`config.mk`:
```
export PLATFORM = sky130hd
export DESIGN_NAME = aes_gcm_phase_sequencer
export DESIGN_NICKNAME = d
export VERILOG_FILES = /design/src/rtl/aes_gcm_pkg.sv /design/src/rtl/aes_gcm_phase_sequencer.sv
export SDC_FILE = /design/constraint.sdc
export NUM_CORES = 1
export LEC_CHECK = 0
export ABC_AREA = 1
export CORE_AREA = 2 2 312 314
export DETAILED_ROUTE_END_ITERATION = 16
export DIE_AREA = 0 0 314 316
export PLACE_DENSITY_LB_ADDON = 0.3
export SYNTH_ARGS = -nofsm -noshare
export SYNTH_HDL_FRONTEND = slang
export SYNTH_SLANG_ARGS = --single-unit
```
`constraint.sdc`:
```
create_clock -name clk -period 2.5 [get_ports clk]
set_clock_uncertainty 0.15 [all_clocks]
set_input_delay 0.75 -clock clk [delete_from_list [all_inputs] [get_ports clk]]
set_output_delay 0.75 -clock clk [all_outputs]
set_load 0.02 [all_outputs]
```
`src/rtl/aes_gcm_pkg.sv`:
```
// Shared encodings for the AES-GCM phase sequencer: phase codes, FSM states,
// block width and the GCM inc32 counter-block increment.
package aes_gcm_pkg;

  localparam int BLK_W  = 128;
  localparam int CNT_W  = 16;
  localparam int LEN_W  = 64;

  typedef enum logic [2:0] {
    PH_IDLE = 3'd0,
    PH_INIT = 3'd1,
    PH_AAD  = 3'd2,
    PH_PT   = 3'd3,
    PH_LEN  = 3'd4
  } phase_e;

  typedef enum logic [2:0] {
    ST_IDLE = 3'd0,
    ST_INIT = 3'd1,
    ST_AAD  = 3'd2,
    ST_PT   = 3'd3,
    ST_LEN  = 3'd4
  } state_e;

  // GCM numbers bits 0..127 MSB-first, so bits [96:127] are the low 32 bits here.
  function automatic logic [BLK_W-1:0] inc32(input logic [BLK_W-1:0] x);
    return {x[BLK_W-1:32], x[31:0] + 32'd1};
  endfunction

  function automatic logic [LEN_W-1:0] blocks_to_bits(input logic [CNT_W-1:0] n);
    return {{(LEN_W-CNT_W-7){1'b0}}, n, 7'b0};
  endfunction

endpackage

```
`src/rtl/aes_gcm_phase_sequencer.sv`:
```
// Issues one pipeline slot per GCM phase step (INIT, AAD, PT, LEN) for an instance.
// Optional slot counter output o_perf_slots when AES_GCM_SEQ_PERF_CNT_EN is defined.
module aes_gcm_phase_sequencer
  import aes_gcm_pkg::*;
(
  input  logic              clk,
  input  logic              rst,
  input  logic              i_start,
  output logic              o_start_ready,
  input  logic [BLK_W-1:0]  i_j0,
  input  logic [CNT_W-1:0]  i_aad_blocks,
  input  logic [CNT_W-1:0]  i_pt_blocks,
  input  logic              i_blk_valid,
  input  logic [BLK_W-1:0]  i_blk_data,
  output logic              o_blk_ready,
  input  logic              i_stall,
  output logic              o_valid,
  output logic [2:0]        o_phase,
  output logic              o_new_instance,
  output logic [BLK_W-1:0]  o_cb,
  output logic [BLK_W-1:0]  o_aad,
  output logic [BLK_W-1:0]  o_plain_text,
  output logic [BLK_W-1:0]  o_instance_size,
  output logic              o_busy
`ifdef AES_GCM_SEQ_PERF_CNT_EN
  ,
  output logic [31:0]       o_perf_slots
`endif
);

  state_e            r_state;
  logic [BLK_W-1:0]  r_j0;
  logic [BLK_W-1:0]  r_cb;
  logic [CNT_W-1:0]  r_aad_cnt;
  logic [CNT_W-1:0]  r_pt_cnt;
  logic [CNT_W-1:0]  r_aad_left;
  logic [CNT_W-1:0]  r_pt_left;

  logic              w_accept_start;
  logic              w_blk_accept;
  logic              w_issue;
  logic [BLK_W-1:0]  w_cb_next;

  assign o_start_ready  = (r_state == ST_IDLE);
  assign o_busy         = (r_state != ST_IDLE);
  assign o_blk_ready    = ((r_state == ST_AAD) || (r_state == ST_PT)) && !i_stall;
  assign w_accept_start = i_start && o_start_ready;
  assign w_blk_accept   = i_blk_valid && o_blk_ready;
  assign w_cb_next      = inc32(r_cb);

  always_comb begin
    w_issue = 1'b0;
    case (r_state)
      ST_INIT, ST_LEN: w_issue = !i_stall;
      ST_AAD, ST_PT:   w_issue = w_blk_accept;
      default:         w_issue = 1'b0;
    endcase
  end

  always_ff @(posedge clk) begin
    if (rst) begin
      r_state         <= ST_IDLE;
      r_j0            <= '0;
      r_cb            <= '0;
      r_aad_cnt       <= '0;
      r_pt_cnt        <= '0;
      r_aad_left      <= '0;
      r_pt_left       <= '0;
      o_valid         <= 1'b0;
      o_phase         <= PH_IDLE;
      o_new_instance  <= 1'b0;
      o_cb            <= '0;
      o_aad           <= '0;
      o_plain_text    <= '0;
      o_instance_size <= '0;
    end else begin
      // Slot outputs are zero unless the current state issues a slot this edge.
      o_valid         <= w_issue;
      o_phase         <= PH_IDLE;
      o_new_instance  <= 1'b0;
      o_cb            <= '0;
      o_aad           <= '0;
      o_plain_text    <= '0;
      o_instance_size <= '0;

      case (r_state)
        ST_IDLE: begin
          if (w_accept_start) begin
            r_j0       <= i_j0;
            r_cb       <= i_j0;
            r_aad_cnt  <= i_aad_blocks;
            r_pt_cnt   <= i_pt_blocks;
            r_aad_left <= i_aad_blocks;
            r_pt_left  <= i_pt_blocks;
            r_state    <= ST_INIT;
          end
        end

        ST_INIT: begin
          if (!i_stall) begin
            o_phase        <= PH_INIT;
            o_new_instance <= 1'b1;
            o_cb           <= r_j0;
            if (r_aad_cnt != '0) begin
              r_state <= ST_AAD;
            end else if (r_pt_cnt != '0) begin
              r_state <= ST_PT;
            end else begin
              r_state <= ST_LEN;
            end
          end
        end

        ST_AAD: begin
          if (w_blk_accept) begin
            o_phase    <= PH_AAD;
            o_aad      <= i_blk_data;
            o_cb       <= r_cb;
            r_aad_left <= r_aad_left - 16'd1;
            if (r_aad_left == 16'd1) begin
              if (r_pt_cnt != '0) begin
                r_state <= ST_PT;
              end else begin
                r_state <= ST_LEN;
              end
            end
          end
        end

        // The counter advances before each plaintext block, so the first PT slot carries inc32(J0).
        ST_PT: begin
          if (w_blk_accept) begin
            r_cb         <= w_cb_next;
            o_phase      <= PH_PT;
            o_plain_text <= i_blk_data;
            o_cb         <= w_cb_next;
            r_pt_left    <= r_pt_left - 16'd1;
            if (r_pt_left == 16'd1) begin
              r_state <= ST_LEN;
            end
          end
        end

        ST_LEN: begin
          if (!i_stall) begin
            o_phase         <= PH_LEN;
            o_instance_size <= {blocks_to_bits(r_aad_cnt), blocks_to_bits(r_pt_cnt)};
            r_state         <= ST_IDLE;
          end
        end

        default: r_state <= ST_IDLE;
      endcase
    end
  end

`ifdef AES_GCM_SEQ_PERF_CNT_EN
  logic [31:0] r_perf_slots;

  always_ff @(posedge clk) begin
    if (rst) begin
      r_perf_slots <= '0;
    end else if (w_issue && (r_perf_slots != 32'hFFFF_FFFF)) begin
      r_perf_slots <= r_perf_slots + 32'd1;
    end
  end

  assign o_perf_slots = r_perf_slots;
`endif

endmodule

```
==> impl_metrics.csv <==
group,metric,value,unit
setup_path,cp_slowest_cell,"clkdlybuf4s50_1",
logic_synthesis,syn_avg_cell_area,7.97,µm²
logic_synthesis,netlist_area,26300,µm²
setup_path,required,1.60,ns
floorplan,die_x,314,µm
setup_path,cp_cell_sequence,"clkdlybuf4s50_1",
outcome,status,"finished clean",
setup_path,cp_slowest_stage_delay,0.61,ns
detailed_routing,vias,23700,
setup_path,r2r-end,"o_aad[86]$_SDFF_PP0_",
timing,timing.hold.ws,0.295,ns
timing,fmax,409,MHz
setup_path,start_kind,"flop",
setup_path,crit_path_start,"o_plain_text[11]$_SDFF_PP0_",
logic_synthesis,synth-seq-area-share,0.566,
clocking,cts_tree,"yes",
logic_synthesis,syn_inst,3301,
logic_synthesis,synth_cell_types,32,
clocking,post_cts_buffers,0,
clocking,cts_sinks,744,
detailed_routing,routed_wl,93.6,mm
floorplan,die_h,316,µm
cells_and_area,fin_nets,4349,
logic_synthesis,synthAdderAreaFrac,0.00238,
grt,grt_antenna_before_repair,18,
worst_hold_path,hold_class,"reg -> reg",
logic_synthesis,synth-compound-area-share,0.112,
grt,grt_pass1_wl,137,mm
setup_path,cp_max_fo,1,
timing,min_period,2.45,ns
timing,worstMarginPinSlew,0.653,ns
clocking,path_clk_slew,0.06,ns
detailed_routing,ant_nets,0,
floorplan,initial_core_util,0.274,
detailed_routing,firstDrtPassIters,7,
pwr,peakVddDrop,0.000611,V
timing,hold_viol_final,0,
logic_synthesis,synth.area.top_cells,"dfxtp_1 57%, nand2_1 13%, a21oi_1 8.4%, nor3_1 4.9%, inv_1 3.6%",
clocking,cts-htree-levels,3,
cells_and_area,area.growth.synth_to_final,45.4,%
worst_hold_path,worstHoldPathCells,2,
worst_hold_path,hold_end,"o_cb[89]$_SDFF_PP0_",
detailed_routing,drcViolationCount,0,
floorplan,num_rows,114,
timing,setup_viol,0,
setup_path,critPathArrivalTime,1.55,ns
timing,slew-limit-headroom,0.565,
pwr,p_leak,17.2,nW
setup_path,reg2reg_slack,0.22,ns
placed_design,port_buffers,716,
grt,use_met1,0.202,
floorplan,die_area,99200,µm²
setup_path,r2r-start,"r_state[2]$_SDFFE_PP0P_",
logic_synthesis,synth_top_family_by_area,"simple AND/OR/NAND/NOR gates",
grt,grt_util_met2,0.311,
detailed_routing,drtIter0Drc,1342,
placed_design,dp_hpwl,70.6,mm
clocking,cts-root-buf,"clkbuf_16",
timing,finalCritPeriodShare,0.979,
clocking,clk_latency,0.64,ns
timing,rsz0062_at_grt,"false",
setup_path,crit_family,"buffers and inverters",
logic_synthesis,synthMuxAreaShare,0,
grt,grt_usage,0.180,
floorplan,core,96000,µm²
logic_synthesis,yosys.area_share.simple,0.220,
cells_and_area,final_util,0.399,
timing,drv_slew,0,
cells_and_area,finalInstanceArea,38300,µm²
setup_path,worst-path-buf-inv,1,
setup_path,critical_path_class,"reg -> out",
logic_synthesis,synth_top_area_frac,0.566,
detailed_routing,vias_per_cell,4.41,
cells_and_area,fillers,9839,
worst_hold_path,hold_start,"r_cb[89]$_SDFFE_PP0P_",
placed_design,placed_cell_area,35700,µm²
setup_path,crit_path_end_kind,"output port",
cells_and_area,drive_gt1_frac,0.0738,
grt,busiest_layer,"met2",
logic_synthesis,ys_ff_latch,744,
setup_path,reg2reg_depth,8,
clocking,clockBufferDepth,3,
clocking,numCtsBuffers,83,
grt,use_met3,0.0680,
grt,grt_overflow,0,
grt,grt_pass1_vias,22300,
floorplan,ioPinCount,813,
grt,grt_max_degree,128,
job,maxCapViolCount,0,
logic_synthesis,yosysTopAreaCell,"dfxtp_1",
placed_design,gp_congestion,0.882,
timing,tns,0,ns
cells_and_area,diodes,0,
detailed_routing,wl_per_cell,17.4,µm
logic_synthesis,synthXorXnorAreaFrac,0.00499,
logic_synthesis,ys_warn_count,0,
clocking,ctsHoldBuffers,0,
pwr,powerDensity,880,nW/µm²
## cells by family after synthesis
logic type | count (synthesis)
xor gates and xnor gates | 15
adders and majority gates | 5
buffers and inverters | 552
and+or+nand+nor | 1417
DFF | 744
AOI/OAI and AO/OA | 567
other | 1
## synth_stat cells
| cell | n |
|---|---|
| xor2_1 | 12 |
| xnor2_1 | 3 |
| o21ai_0 | 72 |
| nor3_1 | 257 |
| buf_1 | 17 |
| inv_2 | 4 |
| clkbuf_1 | 143 |
| conb_1 | 1 |
| or3_1 | 1 |
| inv_1 | 251 |
| nor2_4 | 2 |
| buf_4 | 99 |
| o22ai_1 | 4 |
| buf_2 | 37 |
| a21oi_1 | 442 |
| nand2_1 | 897 |
| or2_2 | 2 |
| a22oi_1 | 19 |
| nand3_1 | 67 |
| o21a_1 | 2 |
| dfxtp_1 | 744 |
| a211oi_1 | 3 |
| nand4_1 | 6 |
| o211ai_1 | 6 |
| nor2_2 | 2 |
| o21bai_1 | 5 |
| nor2_1 | 175 |
| o21ai_1 | 1 |
| ha_1 | 5 |
| a31oi_1 | 13 |
| nand3b_1 | 8 |
| clkinv_1 | 1 |
## state kept, by name (all words and copies together), names as in the netlist, 3 cells and up
name and cells:
o_cb 128, o_plain_text 128, o_aad 128, r_aad_cnt 16, r_pt_left 16, o_phase 3, r_aad_left 16, r_cb 128
o_instance_size 32, r_pt_cnt 16, r_state 3, r_j0 128
## per-stage QoR
stage / std cells / worst slack [ns] / power, mW
2_1_floorplan: 3396 / 0.481 / 18.1
6_report: 5384 / 0.0524 / 33.7
3_3_place_gp: 5242 / -0.300 / 21.4
5_1_grt: 5384 / 0.00000322 / 35.4
4_1_cts: 5384 / -0.0810 / 34.1
3_5_place_dp: 5242 / -0.295 / 21.5
## layout make-up
cell class              instances  area (µm²)  share of cell area
inverters                     256         970              0.0253
multi-input cells            2100        9350               0.244
flip-flops and latches        744       14900               0.389
repair buffers                866        8670               0.227
clock buffers                 119        2430              0.0636
clock inverters                23         354             0.00925
well taps                    1276        1600              0.0417
## how the worst max path moves through the flow
stage | to | slack (ns) | cells after the start
detailed placement | o_blk_ready | -0.29 | 3
finish | o_plain_text[11] | 0.05 | 1
CTS | o_blk_ready | -0.08 | 4
floorplan | r_aad_left[13]$_SDFFE_PP0P_ | 0.48 | 9
global placement | o_blk_ready | -0.30 | 3
global route | o_cb[42] | 0.000003 | 1
## where the power goes
part	leakage (nW)	internal (mW)	total (mW)	switching (mW)
Combinational	9.80	2.96	7.58	4.62
Clock	1.35	7.57	12.5	4.97
Sequential	6.04	12.9	13.6	0.645
## layer usage
metal,wire length (µm),up-vias
li1,-,11900
met4,3280,32
met5,216,-
met2,44900,739
met3,8300,176
met1,36900,10900
## cells in the final DEF, fill, tap and decap left out, drive strengths merged, types with 6 or more instances in the layout
| cell type | Yosys | final |
|---|---|---|
| nand2 | 897 | 897 |
| dfxtp | 744 | 744 |
| a21oi | 442 | 442 |
| clkdlybuf4s50 | 0 | 359 |
| dlygate4sd2 | 0 | 298 |
| nor3 | 257 | 257 |
| inv | 255 | 257 |
| nor2 | 179 | 179 |
| buf | 153 | 154 |
| clkbuf | 143 | 119 |
| conb | 1 | 96 |
| o21ai | 73 | 73 |
| nand3 | 67 | 67 |
| dlymetal6s2s | 0 | 54 |
| a22oi | 19 | 19 |
| a31oi | 13 | 13 |
| xor2 | 12 | 12 |
| clkinv | 1 | 9 |
| nand3b | 8 | 8 |
| bufinv | 0 | 8 |
| nand4 | 6 | 6 |
| o211ai | 6 | 6 |
## timing repair
| item | 4_1_cts | 5_1_grt |
|---|---|---|
| resized for setup | 311 | 57 |
| hold endpoints to repair | 0 | 0 |
| pin swaps | 0 | 0 |
| endpoints found under the setup margin | 301 | 56 |
No activity file was read; power rests on OpenSTA's default activity.
